## src/rtl/stack_ptr_unit_pkg.sv

```systemverilog
// Shared encodings for the stack pointer unit: operation codes, fault codes
// and FSM state values.
package stack_pkg;

    localparam logic [2:0] OP_NOP   = 3'b000;
    localparam logic [2:0] OP_PUSH  = 3'b001;
    localparam logic [2:0] OP_POP   = 3'b010;
    localparam logic [2:0] OP_CALL  = 3'b011;
    localparam logic [2:0] OP_RET   = 3'b100;
    localparam logic [2:0] OP_ALLOC = 3'b101;
    localparam logic [2:0] OP_FREE  = 3'b110;
    localparam logic [2:0] OP_SETSP = 3'b111;

    localparam logic [1:0] FC_NONE  = 2'b00;
    localparam logic [1:0] FC_OVER  = 2'b01;
    localparam logic [1:0] FC_UNDER = 2'b10;
    localparam logic [1:0] FC_RANGE = 2'b11;

    localparam logic [1:0] ST_IDLE  = 2'd0;
    localparam logic [1:0] ST_MEM   = 2'd1;
    localparam logic [1:0] ST_FAULT = 2'd2;

endpackage

```

## src/rtl/stack_ptr_unit_if.sv

```systemverilog
// Operation, memory-request and status signals of the stack pointer unit.
// The slave modport is the unit's view; master is the control/memory side.
interface stack_ptr_unit_if #(
    parameter int AW = 32
);

    logic          op_valid;
    logic          op_ready;
    logic [2:0]    op_code;
    logic [AW-1:0] op_imm;
    logic          mem_valid;
    logic          mem_ready;
    logic          mem_we;
    logic [AW-1:0] mem_addr;
    logic [AW-1:0] sp;
    logic [AW-1:0] depth;
    logic          fault;
    logic [1:0]    fault_code;
    logic          fault_clr;

    modport master (
        output op_valid, op_code, op_imm, mem_ready, fault_clr,
        input  op_ready, mem_valid, mem_we, mem_addr, sp, depth, fault, fault_code
    );

    modport slave (
        input  op_valid, op_code, op_imm, mem_ready, fault_clr,
        output op_ready, mem_valid, mem_we, mem_addr, sp, depth, fault, fault_code
    );

endinterface

```

## src/rtl/stack_ptr_unit_sp_bounds_chk.sv

```systemverilog
// Combinational legality check of a stack operation against the current SP.
// Arithmetic is one bit wider than SP so no comparison can wrap.
module sp_bounds_chk
    import stack_pkg::*;
#(
    parameter int            AW          = 32,
    parameter logic [AW-1:0] RESET_SP    = AW'(1023),
    parameter logic [AW-1:0] STACK_LIMIT = AW'(0)
) (
    input  logic [AW-1:0] sp_i,
    input  logic [2:0]    op_code_i,
    input  logic [AW-1:0] op_imm_i,
    output logic          legal_o,
    output logic [1:0]    fault_code_o
);

    logic [AW:0] sp_x;
    logic [AW:0] imm_x;
    logic [AW:0] top_x;
    logic [AW:0] lim_x;

    assign sp_x  = {1'b0, sp_i};
    assign imm_x = {1'b0, op_imm_i};
    assign top_x = {1'b0, RESET_SP};
    assign lim_x = {1'b0, STACK_LIMIT};

    // NOTE: every output gets a default before the case so no latch is inferred.
    always_comb begin
        legal_o      = 1'b1;
        fault_code_o = FC_NONE;
        case (op_code_i)
            OP_PUSH, OP_CALL: begin
                if (sp_x <= lim_x) begin
                    legal_o      = 1'b0;
                    fault_code_o = FC_OVER;
                end
            end
            OP_POP, OP_RET: begin
                if (sp_x >= top_x) begin
                    legal_o      = 1'b0;
                    fault_code_o = FC_UNDER;
                end
            end
            OP_ALLOC: begin
                // sp - imm >= limit, rearranged to avoid a negative intermediate
                if (sp_x < imm_x + lim_x) begin
                    legal_o      = 1'b0;
                    fault_code_o = FC_OVER;
                end
            end
            OP_FREE: begin
                if (sp_x + imm_x > top_x) begin
                    legal_o      = 1'b0;
                    fault_code_o = FC_UNDER;
                end
            end
            OP_SETSP: begin
                if ((imm_x < lim_x) || (imm_x > top_x)) begin
                    legal_o      = 1'b0;
                    fault_code_o = FC_RANGE;
                end
            end
            OP_NOP:  ;
            default: ;
        endcase
    end

endmodule

```

## src/rtl/stack_ptr_unit.sv

```systemverilog
// Architectural stack pointer with bounds-checked updates and a valid/ready
// request port towards the data-memory stage.
module stack_ptr_unit
    import stack_pkg::*;
#(
    parameter int            AW          = 32,
    parameter logic [AW-1:0] RESET_SP    = AW'(1023),
    parameter logic [AW-1:0] STACK_LIMIT = AW'(0)
) (
    input  logic             clk,
    input  logic             rst_n,
    stack_ptr_unit_if.slave  bus
);

    logic [1:0]    state_q,      state_d;
    logic [AW-1:0] sp_q,         sp_d;
    logic          mem_valid_q,  mem_valid_d;
    logic          mem_we_q,     mem_we_d;
    logic [AW-1:0] mem_addr_q,   mem_addr_d;
    logic          fault_q,      fault_d;
    logic [1:0]    fault_code_q, fault_code_d;

    logic          chk_legal;
    logic [1:0]    chk_code;

    sp_bounds_chk #(
        .AW          (AW),
        .RESET_SP    (RESET_SP),
        .STACK_LIMIT (STACK_LIMIT)
    ) u_chk (
        .sp_i         (sp_q),
        .op_code_i    (bus.op_code),
        .op_imm_i     (bus.op_imm),
        .legal_o      (chk_legal),
        .fault_code_o (chk_code)
    );

    always_comb begin
        state_d      = state_q;
        sp_d         = sp_q;
        mem_valid_d  = mem_valid_q;
        mem_we_d     = mem_we_q;
        mem_addr_d   = mem_addr_q;
        fault_d      = fault_q;
        fault_code_d = fault_code_q;
        case (state_q)
            ST_IDLE: begin
                if (bus.op_valid) begin
                    if (!chk_legal) begin
                        fault_d      = 1'b1;
                        fault_code_d = chk_code;
                        state_d      = ST_FAULT;
                    end else begin
                        case (bus.op_code)
                            OP_PUSH, OP_CALL: begin
                                state_d     = ST_MEM;
                                mem_valid_d = 1'b1;
                                mem_we_d    = 1'b1;
                                mem_addr_d  = sp_q - AW'(1);
                            end
                            OP_POP, OP_RET: begin
                                state_d     = ST_MEM;
                                mem_valid_d = 1'b1;
                                mem_we_d    = 1'b0;
                                mem_addr_d  = sp_q;
                            end
                            OP_ALLOC: sp_d = sp_q - bus.op_imm;
                            OP_FREE:  sp_d = sp_q + bus.op_imm;
                            OP_SETSP: sp_d = bus.op_imm;
                            default:  ;
                        endcase
                    end
                end
            end
            ST_MEM: begin
                // Request fields are held until the handshake; SP moves only then.
                if (bus.mem_ready) begin
                    mem_valid_d = 1'b0;
                    state_d     = ST_IDLE;
                    sp_d        = mem_we_q ? (sp_q - AW'(1)) : (sp_q + AW'(1));
                end
            end
            ST_FAULT: begin
                if (bus.fault_clr) begin
                    state_d      = ST_IDLE;
                    fault_d      = 1'b0;
                    fault_code_d = FC_NONE;
                end
            end
            default: state_d = ST_IDLE;
        endcase
    end

    // NOTE: sequential state uses non-blocking assignments so all registers
    // update together from values sampled before the edge.
    always_ff @(posedge clk or negedge rst_n) begin
        if (!rst_n) begin
            state_q      <= ST_IDLE;
            sp_q         <= RESET_SP;
            mem_valid_q  <= 1'b0;
            mem_we_q     <= 1'b0;
            mem_addr_q   <= '0;
            fault_q      <= 1'b0;
            fault_code_q <= FC_NONE;
        end else begin
            state_q      <= state_d;
            sp_q         <= sp_d;
            mem_valid_q  <= mem_valid_d;
            mem_we_q     <= mem_we_d;
            mem_addr_q   <= mem_addr_d;
            fault_q      <= fault_d;
            fault_code_q <= fault_code_d;
        end
    end

    assign bus.op_ready   = (state_q == ST_IDLE);
    assign bus.mem_valid  = mem_valid_q;
    assign bus.mem_we     = mem_we_q;
    assign bus.mem_addr   = mem_addr_q;
    assign bus.sp         = sp_q;
    assign bus.depth      = RESET_SP - sp_q;
    assign bus.fault      = fault_q;
    assign bus.fault_code = fault_code_q;

endmodule

```

## src/flat_wrapper.sv

```systemverilog
// flat-port wrapper written by rule: the top's interface ports become plain ports
module stack_ptr_unit_flat import stack_pkg::*;
#(
    parameter int            AW          = 32,
    parameter logic [AW-1:0] RESET_SP    = AW'(1023),
    parameter logic [AW-1:0] STACK_LIMIT = AW'(0)
)
  (clk, rst_n, bus_op_valid, bus_op_code, bus_op_imm, bus_mem_ready, bus_fault_clr, bus_op_ready, bus_mem_valid, bus_mem_we, bus_mem_addr, bus_sp, bus_depth, bus_fault, bus_fault_code);
  stack_ptr_unit_if #(.AW(AW)) bus_i ();
  input  logic clk;
  input  logic rst_n;
  input wire logic [$bits(bus_i.op_valid)-1:0] bus_op_valid;
  input wire logic [$bits(bus_i.op_code)-1:0] bus_op_code;
  input wire logic [$bits(bus_i.op_imm)-1:0] bus_op_imm;
  input wire logic [$bits(bus_i.mem_ready)-1:0] bus_mem_ready;
  input wire logic [$bits(bus_i.fault_clr)-1:0] bus_fault_clr;
  output wire logic [$bits(bus_i.op_ready)-1:0] bus_op_ready;
  output wire logic [$bits(bus_i.mem_valid)-1:0] bus_mem_valid;
  output wire logic [$bits(bus_i.mem_we)-1:0] bus_mem_we;
  output wire logic [$bits(bus_i.mem_addr)-1:0] bus_mem_addr;
  output wire logic [$bits(bus_i.sp)-1:0] bus_sp;
  output wire logic [$bits(bus_i.depth)-1:0] bus_depth;
  output wire logic [$bits(bus_i.fault)-1:0] bus_fault;
  output wire logic [$bits(bus_i.fault_code)-1:0] bus_fault_code;
  assign bus_i.op_valid = bus_op_valid;
  assign bus_i.op_code = bus_op_code;
  assign bus_i.op_imm = bus_op_imm;
  assign bus_i.mem_ready = bus_mem_ready;
  assign bus_i.fault_clr = bus_fault_clr;
  assign bus_op_ready = bus_i.op_ready;
  assign bus_mem_valid = bus_i.mem_valid;
  assign bus_mem_we = bus_i.mem_we;
  assign bus_mem_addr = bus_i.mem_addr;
  assign bus_sp = bus_i.sp;
  assign bus_depth = bus_i.depth;
  assign bus_fault = bus_i.fault;
  assign bus_fault_code = bus_i.fault_code;
  stack_ptr_unit #(.AW(AW), .RESET_SP(RESET_SP), .STACK_LIMIT(STACK_LIMIT)) u_core (.clk(clk), .rst_n(rst_n), .bus(bus_i));
endmodule
```

## config.mk

```make
export PLATFORM = sky130hd
export DESIGN_NAME = stack_ptr_unit_flat
export DESIGN_NICKNAME = d
export VERILOG_FILES = /design/src/rtl/stack_ptr_unit_pkg.sv /design/src/rtl/stack_ptr_unit_if.sv /design/src/rtl/stack_ptr_unit_sp_bounds_chk.sv /design/src/rtl/stack_ptr_unit.sv /design/src/flat_wrapper.sv
export SDC_FILE = /design/constraint.sdc
export NUM_CORES = 1
export LEC_CHECK = 0
export CAP_MARGIN = 20
export CORE_MARGIN = 1
export CORE_UTILIZATION = 47
export CTS_CLUSTER_DIAMETER = 30
export DETAILED_ROUTE_END_ITERATION = 10
export PLACE_DENSITY = 0.79
export SKIP_LAST_GASP = 1
export SYNTH_ARGS = -nofsm -noshare
export SYNTH_HDL_FRONTEND = slang
export SYNTH_SLANG_ARGS = --single-unit
export TNS_END_PERCENT = 30
```

## constraint.sdc

```tcl
create_clock -name clk -period 12.4 [get_ports clk]
set_input_delay 1.24 -clock clk [delete_from_list [all_inputs] [get_ports clk]]
set_output_delay 1.24 -clock clk [all_outputs]
set_load 0.02 [all_outputs]
```

==> out/metrics.cfg, run 1 <==
[clock_network]
htreeDepth=3
cts-root-buf=clkbuf_16
cts_setup_buffers=0
clockBufferDepth=2
ctsResizeCount=0
clkSinkCount=71
cts_tree=done
path_clk_slew_ns=0.06
worst_skew_pair.late_latency_ns=0.35
cts_hold_buf=0
cts_buffers=9

[die]
core_area_sq_mm=0.0205
die_y_um=148
fp.dieW_um=148
die-area_sq_mm=0.0218
io-pin-count=142
start_util=0.487
rows=52

[timing]
finClkSkew_ns=0.00701
post-route-period-util=0.492
setup_viol=0
max_freq_mhz=164
rsz0062_at_grt=no
hold_viol_final=0
relSlewSlack=0.241
worst_pin_slew_ns=1.13
period_needed_ns=6.10
setup_tns_ns=0
drv_slew=0

[logic_synthesis]
async_flop_share=1.00
synth_compound_area_frac=0.287
synth_cells=1356
synthAdderAreaFrac=0.0905
synth_flop_cell=dfrtp_1
synth_xor_area_frac=0.0588
yosys-top-cells-count=134 x nor2_1, 121 x a21oi_1, 103 x nand2_1
ys_types=93
synth-seq-area-share=0.179
yosys_warnings=0
synth-edff-count=0
syn-cell-area_sq_mm=0.00998
avgSynthCellArea_sq_um=7.36
synth_top_cell_by_area=dfrtp_1
synthMuxAreaShare=0.0605
synth_fp_nets=1467
synth_top_family_by_area=compound AO/OA/AOI/OAI gates
synth.top_cell.area_share=0.153
yosysMostFrequentCell=nor2_1
synth_seq_cells=71
synthSimpleGateAreaFrac=0.249
synth_area_leaders=dfrtp_1 15%, ha_1 8.6%, a21oi_1 6.1%

[run_status]
status=completed

[global_route]
overflow=0
grt_pass1_wl_mm=59.3
antenna_found_initial=0
grt_pass1_vias=10500
global_route.usage.total=0.346
grt_max_degree=72

[final_layout]
regArea_sq_mm=0.00179
final_area_sq_mm=0.0117
drive_gt1_frac=0.0736
area_growth_pct=17.4
multiInputGateArea_sq_mm=0.00745
fin_nets=1532
fillers=1947
antenna_cells=0

[routing]
vias=11100
dr.pass1.iters=5
remaining_drc_errors=0
drt_iter0_markers=1120
routed_wl_mm=38.6
avgViaCountPerCell=6.57
ant_nets=0
routedWlPerCell_um=22.8

[placed_design]
globalplace.congestion=1.02
io_buffers=141
dp_hpwl_mm=29.3
dpl-instance-area_sq_mm=0.0114

[worst_setup_path]
path_class=in2reg
startpoint_type=input port
end_kind=flop
cp.required_ns=12.63
worstPathArrival_ns=6.33
crit_fanout=34

[power]
cellLeakagePower_nw=4.75
p_per_area_mw_per_mm2=275
ir_worst_vdd_uv=157

[job]
cap_violations=0

[hold_path]
hold_path.class=reg2reg

layout by cell type, fill, tap and decap left out, types with 9 or more instances in the layout:
master	netlist	final
o211ai_1	10	10
and3_1	14	14
xor2_1	14	14
dfrtp_1	61	61
buf_4	1	12
mux2_4	25	25
or3_1	18	18
o221ai_1	9	9
nor4_1	28	28
clkdlybuf4s50_1	0	140
o21ai_0	85	85
inv_1	78	78
o22a_1	10	10
dfstp_2	10	10
o31ai_1	12	12
nand3_1	38	38
nor2_1	134	133
o22ai_1	19	19
nor2b_1	17	17
and2_1	16	16
ha_1	69	69
o21bai_1	9	9
mux2i_1	15	15
nand2b_1	14	14
nand4_1	15	15
xnor2_1	53	53
a221oi_1	9	9
nand2_1	103	103
a21oi_1	121	121
a21o_1	13	13
a31oi_1	21	21
clkbuf_16	0	9
a211oi_1	9	9
nor3_1	53	53
cells by family (layout without fill, tap and decap cells):
kind of cell	count (synthesis)	count (layout)
DFF	71	71
adders and majority gates	71	71
buffers and inverters	183	253
AOI/OAI and AO/OA	430	430
and+or+nand+nor	487	487
xor gates and xnor gates	67	67
muxes	47	47
metrics by stage:
stage           util  hold slack, ns  cells  setup slack, ns  total power, mW
4_1_cts        0.572           0.479   1696             6.34             3.17
3_5_place_dp   0.556           0.466   1680             5.99             2.88
5_1_grt        0.572           0.513   1696             6.00             3.40
3_3_place_gp   0.556           0.463   1680             5.95             2.88
2_1_floorplan      -           0.548   1356             7.71             2.07
6_report       0.572           0.473   1696             6.30             3.22
flip-flops by register name (all words and copies together), names as in the netlist:
register / cells
u_core.bus.fault: 1
u_core.bus.fault_code: 2
u_core.bus.mem_addr: 32
u_core.bus.mem_valid: 1
u_core.bus.mem_we: 1
u_core.bus.sp: 32
u_core.state_q: 2
power breakdown:
group | internal [mW] | total, mW | switching [mW]
Clock | 0.178 | 0.286 | 0.109
Combinational | 0.958 | 2.32 | 1.36
Sequential | 0.350 | 0.617 | 0.267
Total | 1.49 | 3.22 | 1.73
metal layers:
metal	track usage	wire [um]	part of all wire	up-vias
met5	0	0	0	-
met3	0.0688	3850	0.10	90
li1	-	-	-	5113
met4	0.134	1330	0.034	0
met1	0.440	15400	0.40	5282
met2	0.575	18000	0.47	659
worst max-delay path, cell delays in order:
cell,delay (ns)
clkdlybuf4s50_1,0.52
inv_1,0.06
ha_1,0.53
nor2b_1,0.09
o211ai_1,0.52
nand2_1,0.21
or3_1,0.50
a221oi_2,0.45
mux2i_1,0.34
nand4bb_4,0.16
nor4_4,0.47
a22o_4,0.21
nand3_4,0.49
mux2_1,0.52
cell type report:
type | instances | area share
Clock inverter | 6 | 0.00801
Timing Repair Buffer | 153 | 0.128
Multi-Input combinational cell | 1102 | 0.636
Inverter | 84 | 0.0269
Tap cell | 270 | 0.0288
Clock buffer | 10 | 0.0195
Sequential cell | 71 | 0.153
final timing paths:
check | startpoint | to | slack, ns | cells past startpoint
max in group asynchronous | rst_n | u_core.bus.sp[30] | 10.67 | 2
setup reg to reg | u_core.bus.sp[0] | u_core.bus.mem_addr[28] | 7.08 | 14
hold reg to reg | u_core.bus.mem_valid | u_core.bus.mem_valid | 0.47 | 2
setup / recovery | bus_op_imm[7] | u_core.bus.mem_addr[28] | 6.30 | 14
hold / removal | u_core.bus.mem_valid | u_core.bus.mem_valid | 0.47 | 2
min in group asynchronous | rst_n | u_core.bus.fault | 1.08 | 2
No activity file was read; power rests on OpenSTA's default activity.
==> run 2: changes to the inputs <==
- clock period: 12.4 -> 6.3 ns (I/O delays scaled with it)
==> run 2 against run 1 <==
Against the previous run: first-iteration DRC count up 22%; power up 96%; worst hold slack better by 0.0042 ns; critical path type unchanged; highest routed layer unchanged; wire length down 3.0%; combinational power up 100%; largest power group unchanged; sequential power up 82%; die area unchanged; clock power up 79%; utilization up 0.30 points; clock-buffer cell count unchanged; flip-flop and latch count unchanged; cell area up 0.52%.
==> out/metrics.cfg, run 2 (same netlist as run 1, synthesis figures left out) <==
[routing]
remaining_drc_errors=0
routedWlPerCell_um=21.9
dr.pass1.iters=7
drt_iter0_markers=1366
avgViaCountPerCell=6.64
routed_wl_mm=37.4
ant_nets=0
vias=11300

[die]
die-area_sq_mm=0.0218
core_area_sq_mm=0.0205
io-pin-count=142
rows=52
die_y_um=148
fp.dieW_um=148
start_util=0.487

[placed_design]
post-place-ws_ns=0.591
globalplace.congestion=1.09
io_buffers=141
dp_hpwl_mm=28.2
dpl-instance-area_sq_mm=0.0115
placed_cells=1689

[worst_setup_path]
cp.required_ns=6.51
end_kind=flop
crit_fanout=34
startpoint_type=input port
path_class=in2reg
worstPathArrival_ns=5.65

[final_layout]
stdcell_count=1706
final_core_util=0.575
drive_gt1_frac=0.0808
fin_nets=1542
mostFrequentLayoutCells=140 x clkdlybuf4s50_1, 133 x nor2_1, 121 x a21oi_1
final_common_cell=clkdlybuf4s50_1
fillers=1925
final_area_sq_mm=0.0118
antenna_cells=0
area_growth_pct=18.0

[timing]
finClkSkew_ns=0.00568
hold_viol_final=0
max_freq_mhz=184
setup_viol=0
drv_slew=0
period_needed_ns=5.44
post-route-period-util=0.863
holdWs_ns=0.478
rsz0062_at_grt=no
worst_pin_slew_ns=0.978
post-route-worst-setup-slack_ns=0.863
setup_tns_ns=0
relSlewSlack=0.342

[clock_network]
cts_buffers=9
path_clk_slew_ns=0.06
clockBufferDepth=2
ctsResizeCount=0
cts-root-buf=clkbuf_16
worst_skew_pair.late_latency_ns=0.33
clkSinkCount=71
cts_setup_buffers=0
cts_hold_buf=0
htreeDepth=3
cts_tree=done

[power]
power.switching_mw=3.39
comb_power_share=0.741
cellLeakagePower_nw=4.79
finalPower_mw=6.31
power.share.sequential=0.178
clkPwrFrac=0.081
intPower_mw=2.92
ir_worst_vdd_uv=302
switching_share=0.538
p_per_area_mw_per_mm2=536

[global_route]
grt_pass1_vias=10500
overflow=0
grt_pass1_wl_mm=57.8
antenna_found_initial=0
grt_max_degree=72
global_route.usage.total=0.337

[run_status]
status=completed

[job]
cap_violations=0

[hold_path]
hold_path.class=reg2reg

## run 2: cell count changes in the layout (fill, tap and decap cells not counted), sizes merged
| cell | previous run | this run |
|---|---|---|
| inv | 84 | 83 |
| clkinv | 3 | 4 |
| buf | 13 | 23 |
| clkinvlp | 1 | 2 |
| bufinv | 2 | 1 |
## run 2: area by class of cell
cell class	count	area, sq um	area share
Clock buffer	10	239	0.0203
Timing Repair Buffer	163	1580	0.134
Inverter	84	315	0.0268
Sequential cell	71	1790	0.152
Tap cell	270	338	0.0287
Clock inverter	6	60.1	0.00510
Multi-Input combinational cell	1102	7450	0.633
## run 2: layer usage
metal  global-route usage  wire [um]
met1                0.442      14500
met3               0.0660       4210
met5                    0          0
met4                0.170       2170
met2                0.525      16500
## run 2: worst max-delay path, cell delays in order
cell	delay [ns]
clkdlybuf4s50_1	0.50
inv_1	0.06
ha_1	0.53
nor2b_1	0.08
o211ai_1	0.51
nand2_1	0.21
or3_1	0.50
a221oi_2	0.44
mux2i_1	0.34
nand4bb_4	0.16
nor4_4	0.45
a22o_4	0.21
nand3_4	0.50
mux2_1	0.53
## run 2: final timing paths
check                                     endpoint                 start  cells after the start  slack [ns]
max                        u_core.bus.mem_addr[26]         bus_op_imm[7]                     14        0.86
max reg2reg                u_core.bus.mem_addr[26]      u_core.bus.sp[0]                     14        0.97
min                           u_core.bus.mem_valid  u_core.bus.mem_valid                      2        0.48
min reg2reg                   u_core.bus.mem_valid  u_core.bus.mem_valid                      2        0.48
max in group asynchronous  u_core.bus.mem_addr[13]                 rst_n                      2        5.14
min in group asynchronous        u_core.bus.sp[31]                 rst_n                      2        0.51
## run 2: power by group through the flow
stage                     registers [mW]  clock network [mW]  logic, mW
after floorplan                     1.16                   0       2.91
after global placement              1.11                   0       4.50
after detailed placement            1.11                   0       4.56
after CTS                           1.11               0.514       4.59
after global routing                1.15               0.538       5.00
final                               1.12               0.511       4.68
==> run 3: changes to the inputs <==
- clock period: 6.3 -> 5.3 ns (I/O delays scaled with it)
==> run 3 against run 2 <==
Against the previous run: sequential share of layout area shrank 0.42 points; power grew 24%; critical path depth grew 2; non-clock buffer count grew 41; clock-buffer cell count grew 1; die area is the same; cell area grew 2.8%; largest power group unchanged; highest routed layer unchanged.
==> out/metrics.cfg, run 3 (same netlist as run 1, synthesis figures left out) <==
[routing]
vias=11400
remaining_drc_errors=0
routed_wl_mm=41.1
routedWlPerCell_um=23.5
ant_nets=0
drt_iter0_markers=1123
avgViaCountPerCell=6.54
dr.pass1.iters=6

[power]
comb_power_share=0.765
intPower_mw=3.64
clkPwrFrac=0.081
ir_worst_vdd_uv=388
switching_share=0.535
p_per_area_mw_per_mm2=647
cellLeakagePower_nw=5.00
power.switching_mw=4.19
power.share.sequential=0.154

[global_route]
grt_pass1_wl_mm=62.2
grt_max_degree=54
overflow=0
antenna_found_initial=1
global_route.usage.total=0.372
grt_pass1_vias=10900

[timing]
finClkSkew_ns=0.0108
worst_pin_slew_ns=0.875
relSlewSlack=0.414
setup_tns_ns=0
rsz0062_at_grt=no
setup_viol=0
period_needed_ns=4.86
drv_slew=0
hold_viol_final=0
max_freq_mhz=206
post-route-period-util=0.918

[clock_network]
clockBufferDepth=2
ctsResizeCount=0
clkSinkCount=71
cts-root-buf=clkbuf_16
cts_hold_buf=0
cts_setup_buffers=0
cts_tree=done
htreeDepth=3
cts_buffers=9
path_clk_slew_ns=0.06
worst_skew_pair.late_latency_ns=0.34

[hold_path]
hold_path.class=in2async

[final_layout]
fillers=1959
fin_nets=1583
final_common_cell=clkdlybuf4s50_1
drive_gt1_frac=0.106
area_growth_pct=21.3
mostFrequentLayoutCells=140 x clkdlybuf4s50_1, 133 x nor2_1, 121 x a21oi_1
final_core_util=0.591

[worst_setup_path]
worstPathArrival_ns=5.09
path_class=in2reg
cp.required_ns=5.52
end_kind=flop
crit_fanout=34
startpoint_type=input port

[job]
cap_violations=0

[placed_design]
globalplace.congestion=1.03
dp_hpwl_mm=31.7
io_buffers=141

[die]
die_y_um=148
rows=52
io-pin-count=142
die-area_sq_mm=0.0218
start_util=0.487
fp.dieW_um=148
core_area_sq_mm=0.0205

[run_status]
status=completed

-- run 3: critical path, stage by stage --
cell	delay (ns)
clkdlybuf4s50_1	0.59
inv_1	0.07
ha_1	0.48
inv_1	0.16
o221ai_1	0.41
nand4b_1	0.20
o21ai_1	0.34
buf_4	0.20
a22o_1	0.27
mux2i_1	0.13
nor4_1	0.62
and2_1	0.24
a22o_4	0.15
nand3_4	0.09
buf_12	0.23
mux2_1	0.34
-- run 3: through the flow --
stage | hold slack [ns] | power, mW | setup slack [ns] | instance area [sq um] | instances
after floorplan | 0.234 | 4.84 | 1.12 | 9980 | 1356
after global placement | 0.464 | 7.04 | 0.189 | 11800 | 1731
after detailed placement | 0.472 | 7.06 | 0.193 | 11800 | 1731
after CTS | 0.146 | 7.73 | 0.518 | 12100 | 1747
after global routing | 0.162 | 8.28 | 0.269 | 12100 | 1747
final | 0.134 | 7.83 | 0.436 | 12100 | 1748
-- run 3: final cells by class --
cell class                      count  area, sq um  area share
Antenna cell                        1         2.50    0.000207
Clock buffer                       11          243      0.0200
Clock inverter                      5         63.8     0.00527
Inverter                           84          315      0.0260
Multi-Input combinational cell   1102         7450       0.615
Sequential cell                    71         1790       0.148
Tap cell                          270          338      0.0279
Timing Repair Buffer              204         1900       0.157
-- run 3: path summary, 6_finish.rpt --
| kind | from | end | slack (ns) | cells past startpoint |
|---|---|---|---|---|
| setup reg to reg | u_core.bus.sp[1] | u_core.bus.mem_addr[28] | 0.62 | 14 |
| setup / recovery | bus_op_imm[9] | u_core.bus.mem_addr[28] | 0.44 | 16 |
| max in group asynchronous | rst_n | u_core.bus.sp[14] | 4.04 | 2 |
| min in group clk | u_core.bus.mem_valid | u_core.bus.mem_valid | 0.49 | 2 |
| hold reg to reg | u_core.bus.mem_valid | u_core.bus.mem_valid | 0.49 | 2 |
| hold / removal | rst_n | u_core.bus.fault | 0.13 | 1 |
-- run 3: layer usage --
layer  wire length (um)  GRT usage
met5                  0          0
met4               1900      0.178
met3               3910     0.0747
met2              19000      0.611
met1              16300      0.465
-- run 3: power groups by stage --
stage / clock, mW / combinational (mW) / sequential, mW
6_report: 0.633 / 6.00 / 1.21
5_1_grt: 0.658 / 6.39 / 1.23
4_1_cts: 0.638 / 5.89 / 1.20
3_5_place_dp: 0 / 5.86 / 1.20
3_3_place_gp: 0 / 5.84 / 1.20
2_1_floorplan: 0 / 3.46 / 1.38
